===== config.mk =====
export PLATFORM = sky130hd
export DESIGN_NAME = calc_sequencer_flat
export DESIGN_NICKNAME = d
export VERILOG_FILES = /design/src/rtl/calc_sequencer_if.sv /design/src/rtl/calc_sequencer.sv /design/src/flat_wrapper.sv
export SDC_FILE = /design/constraint.sdc
export NUM_CORES = 1
export LEC_CHECK = 0
export ABC_AREA = 1
export CAP_MARGIN = 20
export CORE_UTILIZATION = 30
export CTS_BUF_LIST = sky130_fd_sc_hd__clkbuf_8 sky130_fd_sc_hd__clkbuf_16
export CTS_CLUSTER_DIAMETER = 40
export CTS_CLUSTER_SIZE = 28
export DETAILED_ROUTE_END_ITERATION = 10
export PLACE_DENSITY = 0.53
export SETUP_SLACK_MARGIN = 0.3
export SKIP_LAST_GASP = 1
export SLEW_MARGIN = 20
export SYNTH_ARGS = -nofsm -noshare
export SYNTH_HDL_FRONTEND = slang
export SYNTH_SLANG_ARGS = --single-unit

===== constraint.sdc =====
create_clock -name clk -period 2.9 [get_ports clk]
set_clock_uncertainty 0.15 [all_clocks]
set_input_delay 0.435 -clock clk [delete_from_list [all_inputs] [get_ports clk]]
set_output_delay 0.435 -clock clk [all_outputs]
set_load 0.01 [all_outputs]

===== src/rtl/calc_sequencer_if.sv =====
// calc_sequencer_if: host command/result handshake and calculator step-protocol bundle
// Host side : cmd_valid/cmd_ready/cmd_ms/cmd_a/cmd_b in, res_valid/res_ready/res_data/res_ms out
// Calc side : calc_next/calc_ms/calc_din/calc_clear out, calc_done/calc_alu in
// Status    : busy (sequencer not idle), timeout_err (sticky watchdog abort flag)
// slave = sequencer view, master = host/calculator environment view
interface calc_sequencer_if #(parameter int DW = 16);
  logic          cmd_valid;
  logic          cmd_ready;
  logic [2:0]    cmd_ms;
  logic [DW-1:0] cmd_a;
  logic [DW-1:0] cmd_b;
  logic          calc_next;
  logic [2:0]    calc_ms;
  logic [DW-1:0] calc_din;
  logic          calc_clear;
  logic          calc_done;
  logic [DW-1:0] calc_alu;
  logic          res_valid;
  logic          res_ready;
  logic [DW-1:0] res_data;
  logic [2:0]    res_ms;
  logic          busy;
  logic          timeout_err;
  modport slave (
    input  cmd_valid, cmd_ms, cmd_a, cmd_b, calc_done, calc_alu, res_ready,
    output cmd_ready, calc_next, calc_ms, calc_din, calc_clear, res_valid, res_data, res_ms,
           busy, timeout_err
  );
  modport master (
    output cmd_valid, cmd_ms, cmd_a, cmd_b, calc_done, calc_alu, res_ready,
    input  cmd_ready, calc_next, calc_ms, calc_din, calc_clear, res_valid, res_data, res_ms,
           busy, timeout_err
  );
endinterface


===== src/rtl/calc_sequencer.sv =====
// calc_sequencer: queues host ops and steps the calculator through next/MS/Din, returning ALU results
// Ports: clk, clear (sync active-high reset), bus (calc_sequencer_if.slave: command queue input,
//        calculator step protocol, one-entry result register, busy/timeout_err status)
// Parameters: DW operand width, DEPTH queue entries (power of 2, >=2), TIMEOUT watchdog cycles
// Define CALC_SEQ_TIMEOUT_EN to build the WAIT_DONE watchdog, ABORT state and timeout_err flag
module calc_sequencer #(
  parameter int DW = 16,
  parameter int DEPTH = 4,
  parameter int TIMEOUT = 255
) (
  input logic clk,
  input logic clear,
  calc_sequencer_if.slave bus
);
  localparam int AW = $clog2(DEPTH);
  localparam int CW = AW + 1;
  typedef struct packed {
    logic [2:0]    ms;
    logic [DW-1:0] a;
    logic [DW-1:0] b;
  } cmd_t;
  typedef enum logic [3:0] {
    IDLE, LOAD_A, GAP_A, LOAD_B, GAP_B, EXEC, WAIT_DONE, CAPTURE
`ifdef CALC_SEQ_TIMEOUT_EN
    , ABORT
`endif
  } state_t;
  if (DEPTH < 2 || (DEPTH & (DEPTH - 1)) != 0 || TIMEOUT < 1 || TIMEOUT > 65535) begin : g_bad_param
    $error("calc_sequencer: DEPTH must be a power of 2 >= 2 and TIMEOUT within 1..65535");
  end
  cmd_t          mem_q [DEPTH];
  cmd_t          cmd_in;
  cmd_t          work_q, work_d;
  logic [AW-1:0] wr_ptr_q, wr_ptr_d, rd_ptr_q, rd_ptr_d;
  logic [CW-1:0] count_q, count_d;
  state_t        state_q, state_d;
  logic          res_valid_q, res_valid_d;
  logic [DW-1:0] res_data_q, res_data_d;
  logic [2:0]    res_ms_q, res_ms_d;
  logic          full, push, pop, capture;
  assign cmd_in  = {bus.cmd_ms, bus.cmd_a, bus.cmd_b};
  assign full    = count_q == CW'(DEPTH);
  assign push    = bus.cmd_valid && !full;
  // Start only when the result slot is free or being emptied this cycle, so a capture never overwrites
  assign pop     = state_q == IDLE && count_q != '0 && (!res_valid_q || bus.res_ready);
  assign capture = state_q == WAIT_DONE && bus.calc_done;
  always_comb begin
    wr_ptr_d    = push ? wr_ptr_q + AW'(1) : wr_ptr_q;
    rd_ptr_d    = pop ? rd_ptr_q + AW'(1) : rd_ptr_q;
    count_d     = count_q + CW'(push) - CW'(pop);
    work_d      = pop ? mem_q[rd_ptr_q] : work_q;
    res_valid_d = capture || (res_valid_q && !bus.res_ready);
    res_data_d  = capture ? bus.calc_alu : res_data_q;
    res_ms_d    = capture ? work_q.ms : res_ms_q;
  end
`ifdef CALC_SEQ_TIMEOUT_EN
  logic [15:0] cnt_q, cnt_d;
  logic        timeout_err_q, timeout_err_d;
  logic        timed_out;
  // The counter sits at zero outside WAIT_DONE, so it is fresh on every entry from EXEC
  assign timed_out = cnt_q == 16'(TIMEOUT - 1);
  always_comb begin
    cnt_d         = state_q == WAIT_DONE ? cnt_q + 16'd1 : '0;
    timeout_err_d = timeout_err_q || state_q == ABORT;
  end
  always_ff @(posedge clk) begin
    if (clear) begin
      cnt_q         <= '0;
      timeout_err_q <= 1'b0;
    end else begin
      cnt_q         <= cnt_d;
      timeout_err_q <= timeout_err_d;
    end
  end
  assign bus.timeout_err = timeout_err_q;
  assign bus.calc_clear  = clear || state_q == ABORT;
`else
  assign bus.timeout_err = 1'b0;
  assign bus.calc_clear  = clear;
`endif
  always_comb begin
    state_d = state_q;
    case (state_q)
      IDLE:      state_d = pop ? LOAD_A : IDLE;
      LOAD_A:    state_d = GAP_A;
      GAP_A:     state_d = LOAD_B;
      LOAD_B:    state_d = GAP_B;
      GAP_B:     state_d = EXEC;
      EXEC:      state_d = WAIT_DONE;
`ifdef CALC_SEQ_TIMEOUT_EN
      WAIT_DONE: state_d = bus.calc_done ? CAPTURE : timed_out ? ABORT : WAIT_DONE;
`else
      WAIT_DONE: state_d = bus.calc_done ? CAPTURE : WAIT_DONE;
`endif
      default:   state_d = IDLE;
    endcase
  end
  always_ff @(posedge clk) begin
    if (clear) begin
      state_q     <= IDLE;
      wr_ptr_q    <= '0;
      rd_ptr_q    <= '0;
      count_q     <= '0;
      work_q      <= '0;
      res_valid_q <= 1'b0;
      res_data_q  <= '0;
      res_ms_q    <= '0;
    end else begin
      state_q     <= state_d;
      wr_ptr_q    <= wr_ptr_d;
      rd_ptr_q    <= rd_ptr_d;
      count_q     <= count_d;
      work_q      <= work_d;
      res_valid_q <= res_valid_d;
      res_data_q  <= res_data_d;
      res_ms_q    <= res_ms_d;
    end
  end
  always_ff @(posedge clk) begin
    if (push) mem_q[wr_ptr_q] <= cmd_in;
  end
  // CAPTURE pulses next once more to walk the calculator back to its initial state
  assign bus.calc_next = state_q inside {LOAD_A, LOAD_B, EXEC, CAPTURE};
  assign bus.calc_ms   = state_q == IDLE ? 3'd0 : work_q.ms;
  assign bus.calc_din  = state_q == IDLE ? '0 : state_q inside {LOAD_A, GAP_A} ? work_q.a : work_q.b;
  assign bus.cmd_ready = !full;
  assign bus.busy      = state_q != IDLE;
  assign bus.res_valid = res_valid_q;
  assign bus.res_data  = res_data_q;
  assign bus.res_ms    = res_ms_q;
endmodule

===== src/flat_wrapper.sv =====
// flat-port wrapper written by rule: the top's interface ports become plain ports
module calc_sequencer_flat 
#(
  parameter int DW = 16,
  parameter int DEPTH = 4,
  parameter int TIMEOUT = 255
)
  (clk, clear, bus_cmd_valid, bus_cmd_ms, bus_cmd_a, bus_cmd_b, bus_calc_done, bus_calc_alu, bus_res_ready, bus_cmd_ready, bus_calc_next, bus_calc_ms, bus_calc_din, bus_calc_clear, bus_res_valid, bus_res_data, bus_res_ms, bus_busy, bus_timeout_err);
  calc_sequencer_if #(.DW(DW)) bus_i ();
  input logic clk;
  input logic clear;
  input wire logic [$bits(bus_i.cmd_valid)-1:0] bus_cmd_valid;
  input wire logic [$bits(bus_i.cmd_ms)-1:0] bus_cmd_ms;
  input wire logic [$bits(bus_i.cmd_a)-1:0] bus_cmd_a;
  input wire logic [$bits(bus_i.cmd_b)-1:0] bus_cmd_b;
  input wire logic [$bits(bus_i.calc_done)-1:0] bus_calc_done;
  input wire logic [$bits(bus_i.calc_alu)-1:0] bus_calc_alu;
  input wire logic [$bits(bus_i.res_ready)-1:0] bus_res_ready;
  output wire logic [$bits(bus_i.cmd_ready)-1:0] bus_cmd_ready;
  output wire logic [$bits(bus_i.calc_next)-1:0] bus_calc_next;
  output wire logic [$bits(bus_i.calc_ms)-1:0] bus_calc_ms;
  output wire logic [$bits(bus_i.calc_din)-1:0] bus_calc_din;
  output wire logic [$bits(bus_i.calc_clear)-1:0] bus_calc_clear;
  output wire logic [$bits(bus_i.res_valid)-1:0] bus_res_valid;
  output wire logic [$bits(bus_i.res_data)-1:0] bus_res_data;
  output wire logic [$bits(bus_i.res_ms)-1:0] bus_res_ms;
  output wire logic [$bits(bus_i.busy)-1:0] bus_busy;
  output wire logic [$bits(bus_i.timeout_err)-1:0] bus_timeout_err;
  assign bus_i.cmd_valid = bus_cmd_valid;
  assign bus_i.cmd_ms = bus_cmd_ms;
  assign bus_i.cmd_a = bus_cmd_a;
  assign bus_i.cmd_b = bus_cmd_b;
  assign bus_i.calc_done = bus_calc_done;
  assign bus_i.calc_alu = bus_calc_alu;
  assign bus_i.res_ready = bus_res_ready;
  assign bus_cmd_ready = bus_i.cmd_ready;
  assign bus_calc_next = bus_i.calc_next;
  assign bus_calc_ms = bus_i.calc_ms;
  assign bus_calc_din = bus_i.calc_din;
  assign bus_calc_clear = bus_i.calc_clear;
  assign bus_res_valid = bus_i.res_valid;
  assign bus_res_data = bus_i.res_data;
  assign bus_res_ms = bus_i.res_ms;
  assign bus_busy = bus_i.busy;
  assign bus_timeout_err = bus_i.timeout_err;
  calc_sequencer #(.DW(DW), .DEPTH(DEPTH), .TIMEOUT(TIMEOUT)) u_core (.clk(clk), .clear(clear), .bus(bus_i));
endmodule

==> metrics.txt <==
critical path endpoint category=output pin; Post-Syn Nets=898; synthesized instance count=835; Min Clock Period, post-route=2530 ps; Worst-Skew Late Latency=between 400 and 500 ps; Setup CP Type=flip-flop to output pin; post-synthesis sequential area ratio=0.667; Clk network pwr share=0.358; setup slack, reg-to-reg=between 700 and 800 ps; Max Fclk=0.395 GHz; HPWL Detailed=11.3 mm; # nets final=1009; reg2reg end=u_core.count_q[2]; fin. max-slew vios=0; Place WS=402 ps; class of the worst hold path=flip-flop to flip-flop; Sw Ratio=0.340; fraction of layout cells with a size suffix above 1=0.107; core footprint=between 20000 and 30000 µm²; sequential share of power=0.328; clock-pin slew on the worst setup and hold paths=50 ps; Final Hold Fails=0; pwr dens=1040 nW/µm²; Die Width=168 µm; startpoint types=flip-flop; RSZ-0062 raised after global routing=true; Final setup viols=0; mapped cell area=8250 µm²; non-filler instance count after layout=1314; most frequent cells in the layout=nand2_1, nor2_1, edfxtp_1; largest net degree at the start of global routing=73; GRT overflow=0; Setup WS post-layout=~370 ps; Yosys top cell area share=0.510; hold path endpoint=u_core.work_q[4]; final period utilization=0.873; # hold bufs at CTS=0; DRT iter0 DRCs=255; Synth cell types=27; initial core utilization=0.306; Register-to-Register Path Depth=12; vias per cell=about 4.4; dominant cells by area after synthesis=edfxtp_1, dfxtp_1, nand2_1; commonest non-fill, non-tap cell in the layout=nand2_1; Area Overhead vs Synth=31.3%; cell internal pwr=7.45 mW; clk buf depth=3; flops & latches, synth=205; row cnt=60; Slew HR=0.469; P_sw=around 3.8 mW; GRT Total Usage=0.142; IO buf count=98; WL final=19.7 mm; clock sink total=205; H-tree Lvls=2; r2r startpoint=u_core.state_q[1]; Crit Path Max Fanout=17; Gate power share=0.315; average wire per standard cell=15.0 µm; CTS buffer count=35; placed cell count=~1200; Setup TNS Final=0 ps; total die area=28200 µm²; Leak=4.40 nW; largest area contributor in the netlist=edfxtp_1; GP Congestion=between 0.7 and 0.8; Worst VDD drop=0.609 mV; Hold Startpoint=u_core.work_q[4]; root buf cell=clkbuf_16; hold depth=4; io pins=100; die height=168 µm; CTS tree=yes; synthesized area per cell=9.88 µm²; CP arrival=1950 ps; worst slew pin tran=796 ps; max-cap viol count=0; YS warnings=0; vias in the first global route=5601; first-pass GRT wire length=around 31 mm; initial antenna violation count=1; vias=about 6000; DRC errors left=0; Worst Path Required=2320 ps; first-pass iteration count of the detailed router=7; antenna violation net count after detailed routing=0; status=complete, no violations
cell usage after synthesis:
cell        n
a21oi_1    24
a21oi_2     2
buf_1       1
buf_2      21
buf_4       7
buf_6       4
clkbuf_1   11
clkinv_1    2
conb_1      1
dfxtp_1    65
edfxtp_1  140
fa_1        1
ha_1        6
inv_1      55
inv_2       3
nand2_1   220
nand2_2     1
nand3_1     2
nand3_4     1
nand3b_1    1
nand4_1     1
nor2_1    153
nor2_2      1
nor2_4      2
o21ai_0   101
o21ai_1     7
xor2_1      2
how the worst max path moves through the flow:
stage,start,endpoint,slack [ps],depth (start not counted)
final,u_core.state_q[2],bus_calc_din[1],370,7
after global routing,u_core.state_q[0],bus_calc_din[9],240,7
after CTS,u_core.state_q[0],bus_calc_din[4],90,8
after detailed placement,bus_res_ready,u_core.count_q[2],400,11
after global placement,bus_res_ready,u_core.count_q[2],410,11
after floorplan,u_core.count_q[1],u_core.mem_q[0][0],90,4
layout make-up:
cell class                      count  area, µm²
Fill cell                        2602      16100
Sequential cell                   205       5510
Multi-Input combinational cell    526       2310
Timing Repair Buffer              118       1170
Clock buffer                       37        915
Tap cell                          341        427
Clock inverter                     26        260
Inverter                           60        229
Antenna cell                        1       2.50
routing by layer:
metal	wire, µm	share of wire	track usage
met2	8860	0.45	0.232
met1	9260	0.47	0.185
met4	473	0.024	0.0483
met3	1110	0.056	0.0346
met5	0	0	0
kinds of logic after synthesis:
kind of cell	Yosys count	share of synthesized area
AOI/OAI and AO/OA	134	0.0822
xor gates and xnor gates	2	0.00212
adders and majority gates	7	0.0115
buffers and inverters	104	0.0573
DFF	205	0.667
other	1	0.000455
and+or+nand+nor	382	0.179
power by group through the flow:
stage                     Clock [mW]  Combinational [mW]  Sequential (mW)
final                           4.04                3.55             3.70
after global routing            4.27                4.06             3.74
after CTS                       4.13                3.60             3.70
after detailed placement           0                3.60             3.75
after global placement             0                3.59             3.75
after floorplan                    0                2.40             3.73
metrics by stage:
step                      power [mW]  hold WS, ps  utilization  area [µm²]
final                           11.3          357        0.402       10800
after global routing            12.1          386        0.402       10800
after CTS                       11.4          357        0.401       10800
after detailed placement        7.35          346        0.357        9630
after global placement          7.34          344        0.357        9630
after floorplan                 6.12          300            -        8250
worst max-delay path: stages (launching register included):
cell             delay (ps)
dfxtp_1                 350
inv_1                   100
nand2_1                 110
nor2_4                  120
buf_8                   170
o21ai_0                  90
a21oi_1                 210
clkdlybuf4s15_1         280
what timing repair did:
action / CTS / global route
endpoints found under the setup margin: 17 / 14
pin swaps: 1 / 0
setup buffers: 2 / 0
resized for setup: 18 / 22
registers in the layout, indices dropped and copies added (netlist names):
name / flops
u_core.bus.res_data: 16
u_core.bus.res_ms: 3
u_core.bus.res_valid: 1
u_core.count_q: 3
u_core.mem_q: 140
u_core.rd_ptr_q: 2
u_core.state_q: 3
u_core.work_q: 35
u_core.wr_ptr_q: 2
Note: power is estimated with default switching activity, not from simulation.
